--- config.mk ---
export PLATFORM = sky130hd
export DESIGN_NAME = wb_arbiter
export DESIGN_NICKNAME = d
export VERILOG_FILES = /design/src/rtl/wb_arbiter_pkg.sv /design/src/rtl/wb_fifo.sv /design/src/rtl/wb_arbiter.sv
export SDC_FILE = /design/constraint.sdc
export NUM_CORES = 1
export LEC_CHECK = 0
export CORE_MARGIN = 1.5
export CORE_UTILIZATION = 45
export CTS_BUF_LIST = sky130_fd_sc_hd__clkbuf_16
export CTS_CLUSTER_SIZE = 10
export DETAILED_ROUTE_END_ITERATION = 16
export GPL_TIMING_DRIVEN = 1
export HOLD_SLACK_MARGIN = 0.02
export PLACE_DENSITY_LB_ADDON = 0.15
export SYNTH_ARGS = -nofsm -noshare
export SYNTH_HDL_FRONTEND = slang
export SYNTH_SLANG_ARGS = --single-unit
--- constraint.sdc ---
create_clock -name clk -period 3.3 [get_ports clk]
set_input_delay 0.66 -clock clk [delete_from_list [all_inputs] [get_ports clk]]
set_output_delay 0.66 -clock clk [all_outputs]
set_load 0.02 [all_outputs]
--- src/rtl/wb_arbiter_pkg.sv ---
// Shared types and constants for the register-file writeback arbiter.
package wb_arbiter_pkg;

    localparam int REG_ADDR_W = 5;
    localparam int REG_DATA_W = 32;

    typedef logic [REG_ADDR_W-1:0] RegAddrBus;
    typedef logic [REG_DATA_W-1:0] RegBus;

    localparam RegAddrBus ZERO_REG = '0;

    // True when a non-zero ID source address names the given write destination.
    function automatic logic src_match(input RegAddrBus rs, input RegAddrBus rt, input RegAddrBus w);
        return ((rs != ZERO_REG) && (rs == w)) || ((rt != ZERO_REG) && (rt == w));
    endfunction

endpackage

--- src/rtl/wb_fifo.sv ---
// Small FIFO holding long-latency results until the regfile port is free.
// Occupancy is tracked with a counter so head==tail is never ambiguous.
module wb_fifo
    import wb_arbiter_pkg::*;
#(
    parameter int DEPTH = 4,
    parameter int PTR_W = 2
) (
    input  logic                   clk,
    input  logic                   rst,
    input  logic                   push,
    input  logic                   pop,
    input  logic [4:0]             push_waddr,
    input  logic [31:0]            push_wdata,
    output logic [PTR_W:0]         cnt,
    output logic [4:0]             head_waddr,
    output logic [31:0]            head_wdata,
    output logic [DEPTH-1:0]       ent_valid,
    output logic [DEPTH-1:0][4:0]  ent_waddr
);

    localparam logic [PTR_W:0] FULL_CNT = (PTR_W+1)'(DEPTH);

    logic [PTR_W-1:0]      head_q, head_d;
    logic [PTR_W-1:0]      tail_q, tail_d;
    logic [PTR_W:0]        cnt_q, cnt_d;
    logic [DEPTH-1:0]      valid_q, valid_d;
    logic [DEPTH-1:0][4:0] waddr_q;
    RegBus                 wdata_q [DEPTH];
    logic                  do_push, do_pop;

    // Ignore requests that would overflow or underflow the queue.
    assign do_push = push && (cnt_q != FULL_CNT);
    assign do_pop  = pop && (cnt_q != '0);

    // Pointer, occupancy and per-entry valid bookkeeping.
    always_comb begin
        head_d  = head_q;
        tail_d  = tail_q;
        cnt_d   = cnt_q;
        valid_d = valid_q;
        if (do_pop) begin
            valid_d[head_q] = 1'b0;
            head_d          = head_q + 1'b1;
        end
        if (do_push) begin
            valid_d[tail_q] = 1'b1;
            tail_d          = tail_q + 1'b1;
        end
        case ({do_push, do_pop})
            2'b10:   cnt_d = cnt_q + 1'b1;
            2'b01:   cnt_d = cnt_q - 1'b1;
            default: cnt_d = cnt_q;
        endcase
    end

    // Control state; reset empties the queue immediately.
    always_ff @(posedge clk or posedge rst) begin
        if (rst) begin
            head_q  <= '0;
            tail_q  <= '0;
            cnt_q   <= '0;
            valid_q <= '0;
        end else begin
            head_q  <= head_d;
            tail_q  <= tail_d;
            cnt_q   <= cnt_d;
            valid_q <= valid_d;
        end
    end

    // Entry payload storage; only meaningful where the valid bit is set.
    always_ff @(posedge clk) begin
        if (do_push) begin
            waddr_q[tail_q] <= push_waddr;
            wdata_q[tail_q] <= push_wdata;
        end
    end

    assign cnt        = cnt_q;
    assign head_waddr = waddr_q[head_q];
    assign head_wdata = wdata_q[head_q];
    assign ent_valid  = valid_q;
    assign ent_waddr  = waddr_q;

endmodule

--- src/rtl/wb_arbiter.sv ---
// Owns the single regfile write port: merges in-order pipeline writeback
// with queued long-latency results and flags ID reads of pending registers.
module wb_arbiter
    import wb_arbiter_pkg::*;
#(
    parameter int DEPTH = 4,
    parameter int PTR_W = 2
) (
    input  logic           clk,
    input  logic           rst,
    input  logic           pipe_we,
    input  logic [4:0]     pipe_waddr,
    input  logic [31:0]    pipe_wdata,
    input  logic           lu_valid,
    input  logic [4:0]     lu_waddr,
    input  logic [31:0]    lu_wdata,
    output logic           lu_ready,
    input  logic [4:0]     rs_raddr,
    input  logic [4:0]     rt_raddr,
    output logic           stallreq_for_wb,
    output logic           rf_we,
    output logic [4:0]     rf_waddr,
    output logic [31:0]    rf_wdata,
    output logic [PTR_W:0] fifo_cnt
);

    localparam logic [PTR_W:0] FULL_CNT = (PTR_W+1)'(DEPTH);

    logic                  pipe_sel, lu_acc, lu_wr, fifo_nonempty;
    logic                  fifo_pop, fifo_push, lu_direct;
    logic [4:0]            head_waddr;
    logic [31:0]           head_wdata;
    logic [DEPTH-1:0]      ent_valid;
    logic [DEPTH-1:0][4:0] ent_waddr;

    logic                  rf_we_q, rf_we_d;
    RegAddrBus             rf_waddr_q, rf_waddr_d;
    RegBus                 rf_wdata_q, rf_wdata_d;
    logic                  rf_lu_q, rf_lu_d;

    wb_fifo #(.DEPTH(DEPTH), .PTR_W(PTR_W)) u_fifo (
        .clk        (clk),
        .rst        (rst),
        .push       (fifo_push),
        .pop        (fifo_pop),
        .push_waddr (lu_waddr),
        .push_wdata (lu_wdata),
        .cnt        (fifo_cnt),
        .head_waddr (head_waddr),
        .head_wdata (head_wdata),
        .ent_valid  (ent_valid),
        .ent_waddr  (ent_waddr)
    );

    // Writes to $0 never occupy the port; $0 lu results are accepted and dropped.
    assign pipe_sel      = pipe_we && (pipe_waddr != ZERO_REG);
    assign lu_ready      = !rst && (fifo_cnt < FULL_CNT);
    assign lu_acc        = lu_valid && lu_ready;
    assign lu_wr         = lu_acc && (lu_waddr != ZERO_REG);
    assign fifo_nonempty = (fifo_cnt != '0);

    // Priority: pipeline, then FIFO head, then a fresh lu result bypassing the empty FIFO.
    assign fifo_pop  = !pipe_sel && fifo_nonempty;
    assign lu_direct = !pipe_sel && !fifo_nonempty && lu_wr;
    assign fifo_push = lu_wr && !lu_direct;

    // Select the write for next cycle; address/data hold when the port is idle.
    always_comb begin
        rf_we_d    = 1'b0;
        rf_waddr_d = rf_waddr_q;
        rf_wdata_d = rf_wdata_q;
        rf_lu_d    = 1'b0;
        if (pipe_sel) begin
            rf_we_d    = 1'b1;
            rf_waddr_d = pipe_waddr;
            rf_wdata_d = pipe_wdata;
        end else if (fifo_pop) begin
            rf_we_d    = 1'b1;
            rf_waddr_d = head_waddr;
            rf_wdata_d = head_wdata;
            rf_lu_d    = 1'b1;
        end else if (lu_direct) begin
            rf_we_d    = 1'b1;
            rf_waddr_d = lu_waddr;
            rf_wdata_d = lu_wdata;
            rf_lu_d    = 1'b1;
        end
    end

    // Registered regfile write port.
    always_ff @(posedge clk or posedge rst) begin
        if (rst) begin
            rf_we_q    <= 1'b0;
            rf_waddr_q <= '0;
            rf_wdata_q <= '0;
            rf_lu_q    <= 1'b0;
        end else begin
            rf_we_q    <= rf_we_d;
            rf_waddr_q <= rf_waddr_d;
            rf_wdata_q <= rf_wdata_d;
            rf_lu_q    <= rf_lu_d;
        end
    end

    // Stall ID while a source register has a queued or retiring long-latency write.
    always_comb begin
        stallreq_for_wb = 1'b0;
        for (int i = 0; i < DEPTH; i++) begin
            if (ent_valid[i] && src_match(rs_raddr, rt_raddr, ent_waddr[i]))
                stallreq_for_wb = 1'b1;
        end
        if (rf_we_q && rf_lu_q && src_match(rs_raddr, rt_raddr, rf_waddr_q))
            stallreq_for_wb = 1'b1;
        if (rst)
            stallreq_for_wb = 1'b0;
    end

    assign rf_we    = rf_we_q;
    assign rf_waddr = rf_waddr_q;
    assign rf_wdata = rf_wdata_q;

endmodule

; After elaboration in Yosys (flattened, before gate mapping)
; Memory sizes are Yosys's and may differ from the RTL's.
; Index checks and enable logic that the tools add are counted.
[word_totals]
register_bits = 70
ram_bits = 128
inputBits = 88
output_inout_bits = 43
elab_cells = 112
mem_count = 1
[classes]
n_addsub = 4
magnitude_cmp = 5
n_eq_ne = 13
muxes = 30
bitwise_logic = 3
n_reduce_logical = 44
[mem_list]
columns = memory, depth, width, rd, rd_clocked_by_memory_dff, wr, line
row1 = u_fifo.wdata_q, 4, 32, 1, 0, 1, wb_fifo.sv:29  ; RegBus wdata_q [DEPTH];
[op_table]
columns = cell, count
row1 = $mux W32, 3
row2 = $eq A5 B5 Y1, 10
row3 = $logic_and A1 B1 Y1, 28
row4 = $mux W5, 5
row5 = $bwmux W20, 1
row6 = $reduce_bool A5 Y1, 4
row7 = $mux W1, 14
row8 = $bmux W5 S2, 1
row9 = $demux W5 S2, 1
row10 = $mux W4, 2
row11 = $lt A2 B3 Y1 const B, 2
row12 = $pmux W3 S2, 1
row13 = $reduce_bool A3 Y1, 2
row14 = $logic_or A1 B1 Y1, 5
row15 = $add A2 B1 Y2 const B, 2
row16 = $and A4 B4 Y4, 1
row17 = $demux W1 S2, 2
row18 = $ge A2 B1 Y1 const B, 2
row19 = $logic_not A1 Y1, 4
row20 = $not A4 Y4, 1
row21 = $or A4 B4 Y4, 1
row22 = $add A3 B1 Y3 const B, 1
row23 = $lt A3 B3 Y1 const B, 1
row24 = $ne A3 B3 Y1 const B, 1
row25 = other kinds (4), 4

; Longest topological paths before layout
; Gate-level depths: netlist (run 1).
[depth]
word_depth = 10
mapped_depth = 11
mapped_depth_nobuf = 10

; Modules after synthesis
; Synthesis (run 1) repeated with hierarchy kept, for this count alone.
[unflattened]
cells_unflattened = 634
area_unflattened_um2 = 8822.2
[by_module_without_submodules]
columns = module, instances, cells_per_inst, area_each_um2, seq_area_each_um2
row1 = wb_fifo, 1, 250, 5978.2, 4719.5
row2 = wb_arbiter, 1, 384, 2844.0, 975.9

; Worst setup path before layout (run 1)
; OpenSTA, ideal clock, no wires.
[synth_timing]
kind = input port to flip-flop
from = in rst
to = reg u_fifo.waddr_q, in the netlist u_fifo.ent_waddr[0], enable pin
setup_ns = 0.398
arrival_time_ns = 2.490
required_time_ns = 2.902
setup_slack_ns = 0.413
stages = 5
n_path_buf = 1
path_cell_list = nor2_1 > o211ai_2 > nor2_1 > buf_2 > and2_1
[synth_via]
elab_chain_cells = 8
[synth_lines]
columns = element, line
row1 = start: declaration, wb_arbiter.sv:10  ; input logic rst,
row2 = $logic_not A1 Y1 (no line) (*), -
row3 = $logic_and A1 B1 Y1 (*), wb_arbiter.sv:57  ; assign lu_ready = !rst && (fifo_cnt < FULL_CNT);
row4 = $logic_and A1 B1 Y1 (*), wb_arbiter.sv:58  ; assign lu_acc = lu_valid && lu_ready;
row5 = $logic_and A1 B1 Y1 (*), wb_arbiter.sv:59  ; assign lu_wr = lu_acc && (lu_waddr != ZERO_REG);
row6 = $logic_and A1 B1 Y1, wb_arbiter.sv:64  ; assign lu_direct = !pipe_sel && !fifo_nonempty && lu_wr;
row7 = $logic_not A1 Y1, wb_arbiter.sv:65  ; assign fifo_push = lu_wr && !lu_direct;
row8 = $logic_and A1 B1 Y1 (*), wb_arbiter.sv:65
row9 = $logic_and A1 B1 Y1 (*), wb_fifo.sv:33  ; assign do_push = push && (cnt_q != FULL_CNT);
row10 = end signal: indexed assignment, wb_fifo.sv:75  ; waddr_q[tail_q] <= push_waddr;
row11 = end: declaration, wb_fifo.sv:28  ; logic [DEPTH-1:0][4:0] waddr_q;
; Every way passes the cells marked *; elsewhere a longest branch is shown, timed or not.
; A chain may end at the register's enable or synchronous reset.

; Worst setup path after layout (run 1)
[layout_timing]
from = in rs_raddr[1]
to = out stallreq_for_wb
[layout_via]
elab_chain_cells = 10
word_cells_on_any_way = 27
cone_classes = 5 x eq/ne / 6 x mux / 16 x reduce/logical
[layout_lines]
columns = element, line
row1 = start: declaration, wb_arbiter.sv:18  ; input logic [4:0] rs_raddr,
row2 = $eq A5 B5 Y1 / $reduce_bool A5 Y1 (equally long branches), wb_arbiter_pkg.sv:14  ; return ((rs != ZERO_REG) && (rs == w)) || ((rt != ZERO_REG) && (rt == w));
row3 = $logic_and A1 B1 Y1, wb_arbiter_pkg.sv:14
row4 = $logic_or A1 B1 Y1, wb_arbiter_pkg.sv:14
row5 = $logic_and A1 B1 Y1, wb_arbiter.sv:109  ; if (ent_valid[i] && src_match(rs_raddr, rt_raddr, ent_waddr[i]))
row6 = $mux W1 (4 in a row), wb_arbiter.sv:109
row7 = $mux W1 (*), wb_arbiter.sv:112  ; if (rf_we_q && rf_lu_q && src_match(rs_raddr, rt_raddr, rf_waddr_q))
row8 = $mux W1 (*), wb_arbiter.sv:114  ; if (rst)
row9 = end: declaration, wb_arbiter.sv:20  ; output logic stallreq_for_wb,
; Marked as above.

==> out/metrics.yaml, run 1 <==
placed_design:
  port_buffers: 130
  place_inst: 977
  place_area_mm2: 0.0106
  place.detailed.hpwl_um: 14500
  routabilityCongestion: 0.865
floorplan:
  die_area_mm2: 0.0203
  fp.dieW_um: 143
  die_y_um: 143
  io_pins: 131
  floorplan.initialDensity_pct: 46.4
  rows: 50
  core_area_mm2: 0.0189
route:
  num_vias: 5392
  first_pass_iters: 4
  drt_iter0_drc: 336
  post_drt_wl_per_cell_um: 20.7
  routed_wl_um: 20900
  drc: 0
  viasPerCell: 5.34
  ant_nets: 0
clocking:
  post_cts_buffers: 0
  clock_latency_ps: 430
  clkSlewWorstSetupHoldPaths_ps: 70
  root_buffer: "clkbuf_16"
  cts_max_level: 4
  cts_made_buffers: 17
  cts_sinks: 198
  cts_tree: "done"
  cts_buffer_depth: 2
timing:
  setup_tns_ps: 0
  rsz0062_at_grt: "no"
  slew_headroom_pct: 46.6
  finClkSkew_ps: 12.3
  worst_hold_slack_ps: 482
  report.final.slew_viol_count: 0
  hold_viol_final: 0
  fin_crit_sh_pct: 96.3
  max_clock_freq_mhz: 315
  tightest_slew_ps: 801
  finalCriticalPeriod_ps: 3180
  finalSetupViolations: 0
run:
  maxCapViolCount: 0
layout:
  n_fill_cell: 1499
  stdcell_count: 1009
  final_nets: 834
  final_common_cell: "edfxtp_1"
  drive_above_1_share_pct: 16.6
  syn_to_final_growth_pct: 27.5
  register_area_mm2: 0.00570
  final_core_util_pct: 59.1
  multi_input_area_mm2: 0.00287
  final_area_mm2: 0.0112
  diodes: 0
  mostFrequentLayoutCells: "148 x edfxtp_1, 129 x clkdlybuf4s50_1, 48 x dfrtp_1"
global_route:
  grt_first_pass_wirelength_um: 32500
  grt_usage_pct: 21.8
  antenna_found_initial: 0
  grt_max_degree: 68
  grt_pass1_vias: 5670
  grt_overflow_total: 0
synthesis:
  synth_area_leaders: "edfxtp_1 51%, dfrtp_1 14%, mux4_2 9.5%"
  synth_nets: 687
  synth.top_cell.area_share_pct: 50.7
  synth_edf_count: 148
  syn-instance-count: 589
  synth_top_flop_cell: "edfxtp_1"
  netlist_area_mm2: 0.00876
  ys_seq_area_share_pct: 65.0
  yosys_warnings: 0
  ys_ff_latch: 198
  ys_types: 37
  async_flop_share_pct: 25.3
  synth_top_area_cell: "edfxtp_1"
  synth.avg_cell_area_um2: 14.9
power:
  power_density_mw_per_mm2: 754
  total_leakage_power_uw: 0.00382
  ir_worst_vdd_mv: 0.409
setup_path:
  crit_chain: "clkdlybuf4s50_1 -> or4_4 -> o211ai_1 -> o22ai_1 -> a32oi_1 -> a41oi_1 -> buf_2"
  cp-start-kind: "input port"
  criticalPathCategory: "input port to output pin"
  cp_slowest_cell: "or4_4"
  required_ps: 2640
  critical_path.max_fanout: 3
  critPathCaptureType: "output pin"
  slowest_delay_ps: 570
  worst_ep_arrival_time_ps: 2520
min_path:
  hold_path_class: "flip-flop to flip-flop"
status:
  status: "finished, final reports clean"
## flip-flops by register name, summed over array words and instances (netlist names)
signal            cells
rf_lu_q               1
rf_waddr              5
rf_wdata             32
rf_we                 1
u_fifo.cnt            3
u_fifo.ent_valid      4
u_fifo.ent_waddr     20
u_fifo.head_q         2
u_fifo.tail_q         2
u_fifo.wdata_q      128
## Yosys cell counts (2+ instances only)
master    count
buf_2        14
mux2_2        4
nor4_1        6
clkbuf_1     15
nor2_1       45
ha_1          9
buf_4         8
mux2i_1      34
o21ai_0      29
o21ai_1       9
a22o_1        4
or4_1         4
and2_1        4
nand3_1      10
o21a_1        2
o211ai_1      4
dfrtp_1      50
a221oi_1      2
nand2_1      40
inv_1         7
xnor2_1      42
o22ai_1       2
xor2_1       13
mux4_2       37
edfxtp_1    148
a21oi_1      36
## worst max-delay path: cells and delay by family
kind                   cells  cell delay, ps
AND/OR/NAND/NOR            1             570
AO/OA/AOI/OAI              4             660
buffers and inverters      2             610
## where the power goes
part / internal [uW] / switching, uW / leakage [uW]
registers: 3100 / 400 / 0.00193
logic: 1500 / 1380 / 0.00160
clock network: 1080 / 968 / 0.000293
total: 5670 / 2750 / 0.00382
## cell type report
| cell class | count | share of cell area (%) |
|---|---|---|
| clock buffer | 17 | 3.81 |
| clock inverter | 15 | 1.52 |
| inverter | 7 | 0.235 |
| multi-input combinational | 346 | 25.7 |
| sequential | 198 | 51.0 |
| tap | 260 | 2.91 |
| timing repair buffer | 166 | 14.8 |
## final timing paths
| path | startpoint | end | slack [ps] | cells after the start |
|---|---|---|---|---|
| setup / recovery | rs_raddr[1] | stallreq_for_wb | 120 | 7 |
| hold / removal | rf_wdata[3] | rf_wdata[3] | 480 | 2 |
| setup reg to reg | u_fifo.cnt[2] | u_fifo.cnt[2] | 990 | 9 |
| hold reg to reg | rf_wdata[3] | rf_wdata[3] | 480 | 2 |
| max in group asynchronous | rst | u_fifo.ent_valid[0] | 1910 | 3 |
| min in group asynchronous | rst | rf_we | 730 | 2 |
## logic make-up (layout without fill, tap and decap cells)
group	Yosys count	in the layout	share of synthesized area, %
AND/OR/NAND/NOR	113	113	5.54
buffers and inverters	45	205	2.47
multiplexers	75	75	13.9
flip-flops	198	198	65.0
XOR/XNOR	55	55	5.50
adder cells (fa/ha/maj)	10	10	1.51
AO/OA/AOI/OAI	93	93	6.03
## metrics by stage
stage | total power, uW | setup WS, ps
after floorplan | 5300 | 413
final | 8420 | 121
after global placement | 6400 | -308
after detailed placement | 6460 | -294
after CTS | 8530 | 4.58
after global routing | 8850 | 41.1
## what timing repair did
action / 4_1_cts / 5_1_grt
hold buffers: 0 / 0
setup endpoints to repair: 1 / 1
resized for setup: 5 / 3
## metal layers
metal  up-vias  global-route usage (%)  share of wire [%]
met1      2739                    27.6                 42
met4         0                    7.81                1.8
met5         -                       0                  0
met3        20                    3.73                4.1
li1       2498                       -                  -
met2       135                    37.9                 52
(Power assumes the default switching activity.)
==> run 2, diff against run 1 <==
- CTS_CLUSTER_SIZE: 10 -> 12
- PLACE_DENSITY_LB_ADDON: 0.15 -> 0.25
==> run 2 against run 1 <==
  * Via count fell by 0.95%
  * Cell count is essentially flat
  * Design area shrank 0.20%
  * Flip-flop and latch count is the same
==> out/metrics.yaml, run 2 (synthesis gave the netlist of run 1 again) <==
status:
  status: "finished, final reports clean"
global_route:
  grt_pass1_vias: 5862  # +3.4%
  grt_use_met1_pct: 27.7  # +0.048 points
  grt_overflow_total: 0  # unchanged
  grt_first_pass_wirelength_um: 32500  # about the same
  met2_usage_pct: 37.4  # -0.59 points
  busiest_layer: "met2"
  use_met3_pct: 4.34  # +0.61 points
  grt_max_degree: 68  # unchanged
  grt_usage_pct: 21.6  # -0.18 points
  antenna_found_initial: 0  # unchanged
layout:
  regMostFlops: "u_fifo.wdata_q"
  drive_above_1_share_pct: 16.6  # +0.022 points
  largest_register_ffs: 128  # unchanged
  diodes: 0  # unchanged
  mostFrequentLayoutCells: "148 x edfxtp_1, 129 x clkdlybuf4s50_1, 48 x dfrtp_1"
  final_common_cell: "edfxtp_1"
  final_core_util_pct: 59.0  # -0.12 points
  final_nets: 833  # -0.12%
  syn_to_final_growth_pct: 27.3
timing:
  finClkSkew_ps: 10.9  # -1.34 ps
  slew_headroom_pct: 47.8  # +1.2 points
  hold_viol_final: 0  # unchanged
  finalCriticalPeriod_ps: 3180  # +0.533 ps
  tightest_slew_ps: 782  # -18.9 ps
  report.final.slew_viol_count: 0  # unchanged
  finalSetupViolations: 0  # unchanged
  worst_hold_slack_ps: 484  # +2.25 ps
  rsz0062_at_grt: "no"
  max_clock_freq_mhz: 314  # about the same
  setup_tns_ps: 0  # unchanged
  fin_crit_sh_pct: 96.4  # about the same
placed_design:
  place.detailed.hpwl_um: 14000  # -3.3%
  routabilityCongestion: 0.874  # +0.97%
  port_buffers: 130  # unchanged
floorplan:
  die_area_mm2: 0.0203  # unchanged
  fp.dieW_um: 143  # unchanged
  floorplan.initialDensity_pct: 46.4  # unchanged
  die_y_um: 143  # unchanged
  core_area_mm2: 0.0189  # unchanged
  io_pins: 131  # unchanged
  rows: 50  # unchanged
route:
  post_drt_wl_per_cell_um: 20.1  # -3.0%
  drt_iter0_drc: 295  # -12%
  first_pass_iters: 4  # unchanged
  drc: 0  # unchanged
  viasPerCell: 5.30  # -0.85%
  ant_nets: 0  # unchanged
  num_vias: 5341  # -0.95%
  routed_wl_um: 20300  # -3.1%
setup_path:
  slowest_delay_ps: 580  # about the same
  critPathCaptureType: "output pin"
  cp_slowest_cell: "or4_4"
  crit_family: "compound AO/OA/AOI/OAI gates"
  crit_chain: "clkdlybuf4s50_1 -> or4_4 -> o211ai_1 -> o22ai_1 -> a32oi_1 -> a41oi_1 -> buf_2"
  critical_path.max_fanout: 3  # unchanged
  path_buf_inv: 2  # unchanged
  cp.depth: 7  # unchanged
  required_ps: 2640  # about the same
  worst_ep_arrival_time_ps: 2520  # about the same
  reg2reg_depth: 9  # unchanged
  cp-start-kind: "input port"
  criticalPathCategory: "input port to output pin"
clocking:
  root_buffer: "clkbuf_16"
  cts_max_level: 4  # unchanged
  cts_buffer_depth: 2  # unchanged
  cts_made_buffers: 17  # unchanged
  clock_latency_ps: 430  # about the same
  cts_sinks: 198  # unchanged
  ctsHoldBuffers: 0  # unchanged
  cts_tree: "done"
  clkSlewWorstSetupHoldPaths_ps: 80  # about the same
power:
  ir_worst_vdd_mv: 0.478  # +17%
  combPwrFrac_pct: 34.2  # about the same
  seqPwrFrac_pct: 41.5  # about the same
  internal_power_uw: 5680  # +0.16%
  swShare_pct: 32.4  # -0.20 points
  total_leakage_power_uw: 0.00381  # -0.30%
  power_density_mw_per_mm2: 754  # about the same
  p_clk_share_pct: 24.3  # about the same
  power_switching_uw: 2730  # -0.74%
min_path:
  min_path_cells: 2  # unchanged
  hold_path_class: "flip-flop to flip-flop"
run:
  maxCapViolCount: 0  # unchanged
## run 2: cell count changes in the layout (fill, tap and decap cells not counted)
| cell | delta |
|---|---|
| clkinv_8 | -1 |
| inv_1 | -1 |
| buf_12 | -1 |
| inv_6 | +2 |
## run 2: final timing paths
check / start / to / slack (ps)
max in group asynchronous: rst / u_fifo.tail_q[1] / 1860
worst max register to register: u_fifo.cnt[2] / u_fifo.cnt[2] / 1080
worst min-delay path: rf_wdata[2] / rf_wdata[2] / 480
worst max-delay path: rt_raddr[1] / stallreq_for_wb / 120
worst min register to register: rf_wdata[2] / rf_wdata[2] / 480
min in group asynchronous: rst / rf_wdata[2] / 770
## run 2: what timing repair did
action,in CTS,in global routing
buffers inserted,0,0
resized for setup,6,2
setup endpoints to repair,1,1
## run 2: metal layers
| layer | vias up | wire, um | part of all wire, % |
|---|---|---|---|
| met2 | 140 | 10300 | 51 |
| met5 | - | 0 | 0 |
| li1 | 2492 | - | - |
| met3 | 19 | 1040 | 5.1 |
| met1 | 2690 | 8640 | 43 |
| met4 | 0 | 256 | 1.3 |
## run 2: tightest hold or removal path: cells and delay by family (launching register included)
kind,cells,cell delay (ps)
AOI/OAI and AO/OA,1,60
DFF,1,350
and+or+nand+nor,1,50
## run 2: area by class of cell
cell class,instances,area (um^2)
Fill cell,1496,7750
Sequential cell,198,5700
Multi-Input combinational cell,346,2870
Timing Repair Buffer,165,1630
Clock buffer,17,425
Tap cell,260,325
Clock inverter,15,168
Inverter,7,26.3
## run 2: power by group through the flow
stage | registers (uW) | logic (uW) | clock network [uW]
3_3_place_gp | 3530 | 2870 | 0
2_1_floorplan | 3640 | 1660 | 0
6_report | 3490 | 2870 | 2040
3_5_place_dp | 3550 | 2910 | 0
4_1_cts | 3510 | 2930 | 2090
5_1_grt | 3560 | 3130 | 2190
## run 2: through the flow
step / cells / setup WS [ps] / cell area [um^2] / power (uW)
2_1_floorplan: 589 / 413 / 8760 / 5300
3_3_place_gp: 976 / -289 / 10500 / 6400
3_5_place_dp: 976 / -298 / 10500 / 6470
4_1_cts: 1008 / 22.9 / 11100 / 8520
5_1_grt: 1008 / 16.2 / 11100 / 8880
6_report: 1008 / 120 / 11100 / 8410
==> run 3, diff against run 2 <==
- ABC_AREA: not set -> 1
- clock period: 3.3 -> 2.7 ns (I/O delays scaled with it)
==> run 3 against run 2 <==
  * First-iteration DRC count up 43%
  * Combinational power increased by 40%
  * Power up 26%
  * Clock-buffer cell count unchanged
  * Clock power grew 19%
  * Non-clock buffer count rose by 10
  * Synthesized cell count grew 45%
  * Design area is 3.6% higher
  * Global-route usage up 0.25 points
  * Worst setup slack lost 17 ps
  * Flip-flop and latch count is the same
  * Sequential power increased by 19%
  * Largest power group unchanged
==> out/metrics.yaml, run 3 <==
global_route:
  grt_pass1_vias: 6544  # +12%
  grt_overflow_total: 0  # unchanged
  grt_max_degree: 86  # +26%
  antenna_found_initial: 0  # unchanged
  grt_usage_pct: 21.9  # +0.25 points
  grt_first_pass_wirelength_um: 35600  # +9.5%
synthesis:
  synth.most_common_cell: "nand2_1"
  synth_nets: 953  # +39%
  synth_area_leaders: "edfxtp_1 49%, dfrtp_1 14%, nand2_1 6.7%"
  ys_types: 35  # -5.4%
  synth_top_flop_cell: "edfxtp_1"
  muxShareOfSynthArea_pct: 0.124  # -14 points
  synthAdderAreaFrac_pct: 1.46  # -0.057 points
  synth_common_cells: "163 x nand2_1, 148 x edfxtp_1, 136 x nor2_1"
  yosys_warnings: 0  # unchanged
  synthSimpleGateAreaFrac_pct: 13.8  # +8.2 points
  synth_top_area_cell: "edfxtp_1"
  ys_seq_area_share_pct: 62.6  # -2.4 points
  synth.top_cell.area_share_pct: 48.8  # -1.9 points
  syn-instance-count: 855  # +45%
  synth_compound_area_share_pct: 12.5  # +6.5 points
  async_flop_share_pct: 25.3  # unchanged
  synth_edf_count: 148  # unchanged
  synth.avg_cell_area_um2: 10.6  # -28%
  netlist_area_mm2: 0.00910  # +3.9%
  synth-xor-area-share_pct: 3.95  # -1.6 points
  synth_top_family_by_area: "simple AND/OR/NAND/NOR gates"
  ys_ff_latch: 198  # unchanged
power:
  p_clk_share_pct: 23.0  # -1.3 points
  total_leakage_power_uw: 0.00441  # +16%
  power_switching_uw: 3860  # +42%
  seqPwrFrac_pct: 39.2  # -2.3 points
  power_uw: 10600  # +26%
  swShare_pct: 36.4  # +4.0 points
  power_density_mw_per_mm2: 918  # +22%
  combPwrFrac_pct: 37.8  # +3.6 points
  internal_power_uw: 6740  # +19%
  ir_worst_vdd_mv: 0.830  # +74%
timing:
  finalCriticalPeriod_ps: 2600
  setup_tns_ps: 0  # unchanged
  finalSetupViolations: 0  # unchanged
  fin_crit_sh_pct: 96.2
  report.final.slew_viol_count: 0  # unchanged
  slew_headroom_pct: 49.0  # +1.3 points
  worst_hold_slack_ps: 507  # +23.0 ps
  max_clock_freq_mhz: 385
  tightest_slew_ps: 764  # -18.8 ps
  hold_viol_final: 0  # unchanged
  finClkSkew_ps: 9.72  # -1.20 ps
route:
  num_vias: 6706  # +26%
  post_drt_wl_per_cell_um: 17.7  # -12%
  routed_wl_um: 22700  # +12%
  drt_iter0_drc: 423  # +43%
  viasPerCell: 5.25  # -0.89%
  ant_nets: 0  # unchanged
  drc: 0  # unchanged
  first_pass_iters: 5  # +1
setup_path:
  critPathCaptureType: "output pin"
  worst_ep_arrival_time_ps: 2060  # -460 ps
  cp-start-kind: "input port"
  required_ps: 2160  # -480 ps
  r2r_slack_ps: 580  # -500 ps
  critical_path.max_fanout: 7  # +4
  criticalPathCategory: "input port to output pin"
clocking:
  post_cts_buffers: 0  # unchanged
  cts_tree: "done"
  cts_sinks: 198  # unchanged
  clkSlewWorstSetupHoldPaths_ps: 70  # about the same
  root_buffer: "clkbuf_16"
  cts_made_buffers: 17  # unchanged
  cts_buffer_depth: 2  # unchanged
  cts_max_level: 4  # unchanged
  clock_latency_ps: 430  # about the same
placed_design:
  place.detailed.hpwl_um: 14600  # +4.2%
  routabilityCongestion: 0.868  # -0.66%
  port_buffers: 130  # unchanged
floorplan:
  core_area_mm2: 0.0197  # +4.0%
  die_area_mm2: 0.0211  # +3.8%
  die_y_um: 145  # +1.9%
  floorplan.initialDensity_pct: 46.3  # -0.063 points
  rows: 51  # +2.0%
  fp.dieW_um: 145  # +1.9%
  io_pins: 131  # unchanged
layout:
  n_fill_cell: 1682  # +12%
  final_core_util_pct: 58.8  # -0.23 points
  multi_input_area_mm2: 0.00295  # +2.8%
  register_area_mm2: 0.00570  # about the same
  drive_above_1_share_pct: 11.1  # -5.5 points
  diodes: 0  # unchanged
  largest_register_ffs: 128  # unchanged
  syn_to_final_growth_pct: 26.9
  final_common_cell: "nand2_1"
  final_nets: 1097  # +32%
  mostFrequentLayoutCells: "163 x nand2_1, 148 x edfxtp_1, 126 x nor2_1"
  regMostFlops: "u_fifo.wdata_q"
status:
  status: "finished, final reports clean"
run:
  maxCapViolCount: 0  # unchanged
min_path:
  hold_path_class: "flip-flop to flip-flop"
-- run 3: changes by cell type in the layout (fill, tap and decap cells not counted), moves of 9 or more --
cell	previous run	this run
a31oi_1	0	15
o21ai_0	29	82
nor2_1	44	126
mux4_2	37	0
mux2i_1	34	0
clkdlybuf4s50_1	129	120
o22ai_1	2	27
inv_1	6	37
nand2_1	40	163
a41oi_1	1	14
xnor2_1	42	28
-- run 3: area by class of cell --
type                            count  share of cell area (%)
Tap cell                          265                    2.87
Clock buffer                       17                    3.68
Sequential cell                   198                    49.3
Multi-Input combinational cell    561                    25.5
Inverter                           46                    1.58
Clock inverter                     15                    1.24
Timing Repair Buffer              175                    15.8
-- run 3: power groups by stage --
stage	Clock [uW]	Combinational [uW]	Sequential (uW)
global route	2580	4380	4220
finish	2430	4010	4160
global placement	0	3950	4220
floorplan	0	2100	4550
CTS	2470	4030	4160
detailed placement	0	4010	4220
-- run 3: cells by family after synthesis --
logic type      Yosys count
xor+xnor                 41
flops                   198
mux                       1
simple gates            316
fa+ha+maj                10
compound gates          193
buf+inv                  96
-- run 3: final timing paths --
kind,startpoint,endpoint,depth (start not counted)
setup / recovery,rs_raddr[3],stallreq_for_wb,14
hold / removal,rf_wdata[5],rf_wdata[5],2
setup reg to reg,u_fifo.cnt[0],u_fifo.cnt[2],9
hold reg to reg,rf_wdata[5],rf_wdata[5],2
max in group asynchronous,rst,rf_wdata[1],3
min in group asynchronous,rst,rf_waddr[4],2
-- run 3: worst max-delay path, cell delays in order --
cell,delay (ps)
clkdlybuf4s50_1,470
buf_6,140
inv_1,50
nand2_1,60
nand2_1,60
nand2_1,60
inv_1,40
nand3_1,50
nand2_1,70
nand2_1,60
nand3_1,100
nor2_2,140
nor2_1,50
buf_4,150
-- run 3: what timing repair did --
item,4_1_cts,5_1_grt
hold buffers,0,0
hold endpoints to repair,0,0
resized for setup,8,21
pin swaps,1,1
endpoints found under the setup margin,1,1
-- run 3: layer usage --
metal	global-route usage, %	up-vias	part of all wire (%)
li1	-	3237	-
met1	28.2	3258	44
met2	37.7	188	50
met3	3.81	23	4.9
met4	7.04	0	1.6
met5	0	-	0
-- run 3: through the flow --
step	setup slack, ps	cell area (um^2)	instances
after floorplan	-472	9100	855
after global placement	-429	10900	1245
after detailed placement	-420	10900	1245
after CTS	14.5	11500	1277
after global routing	-0.620	11500	1277
final	103	11500	1277
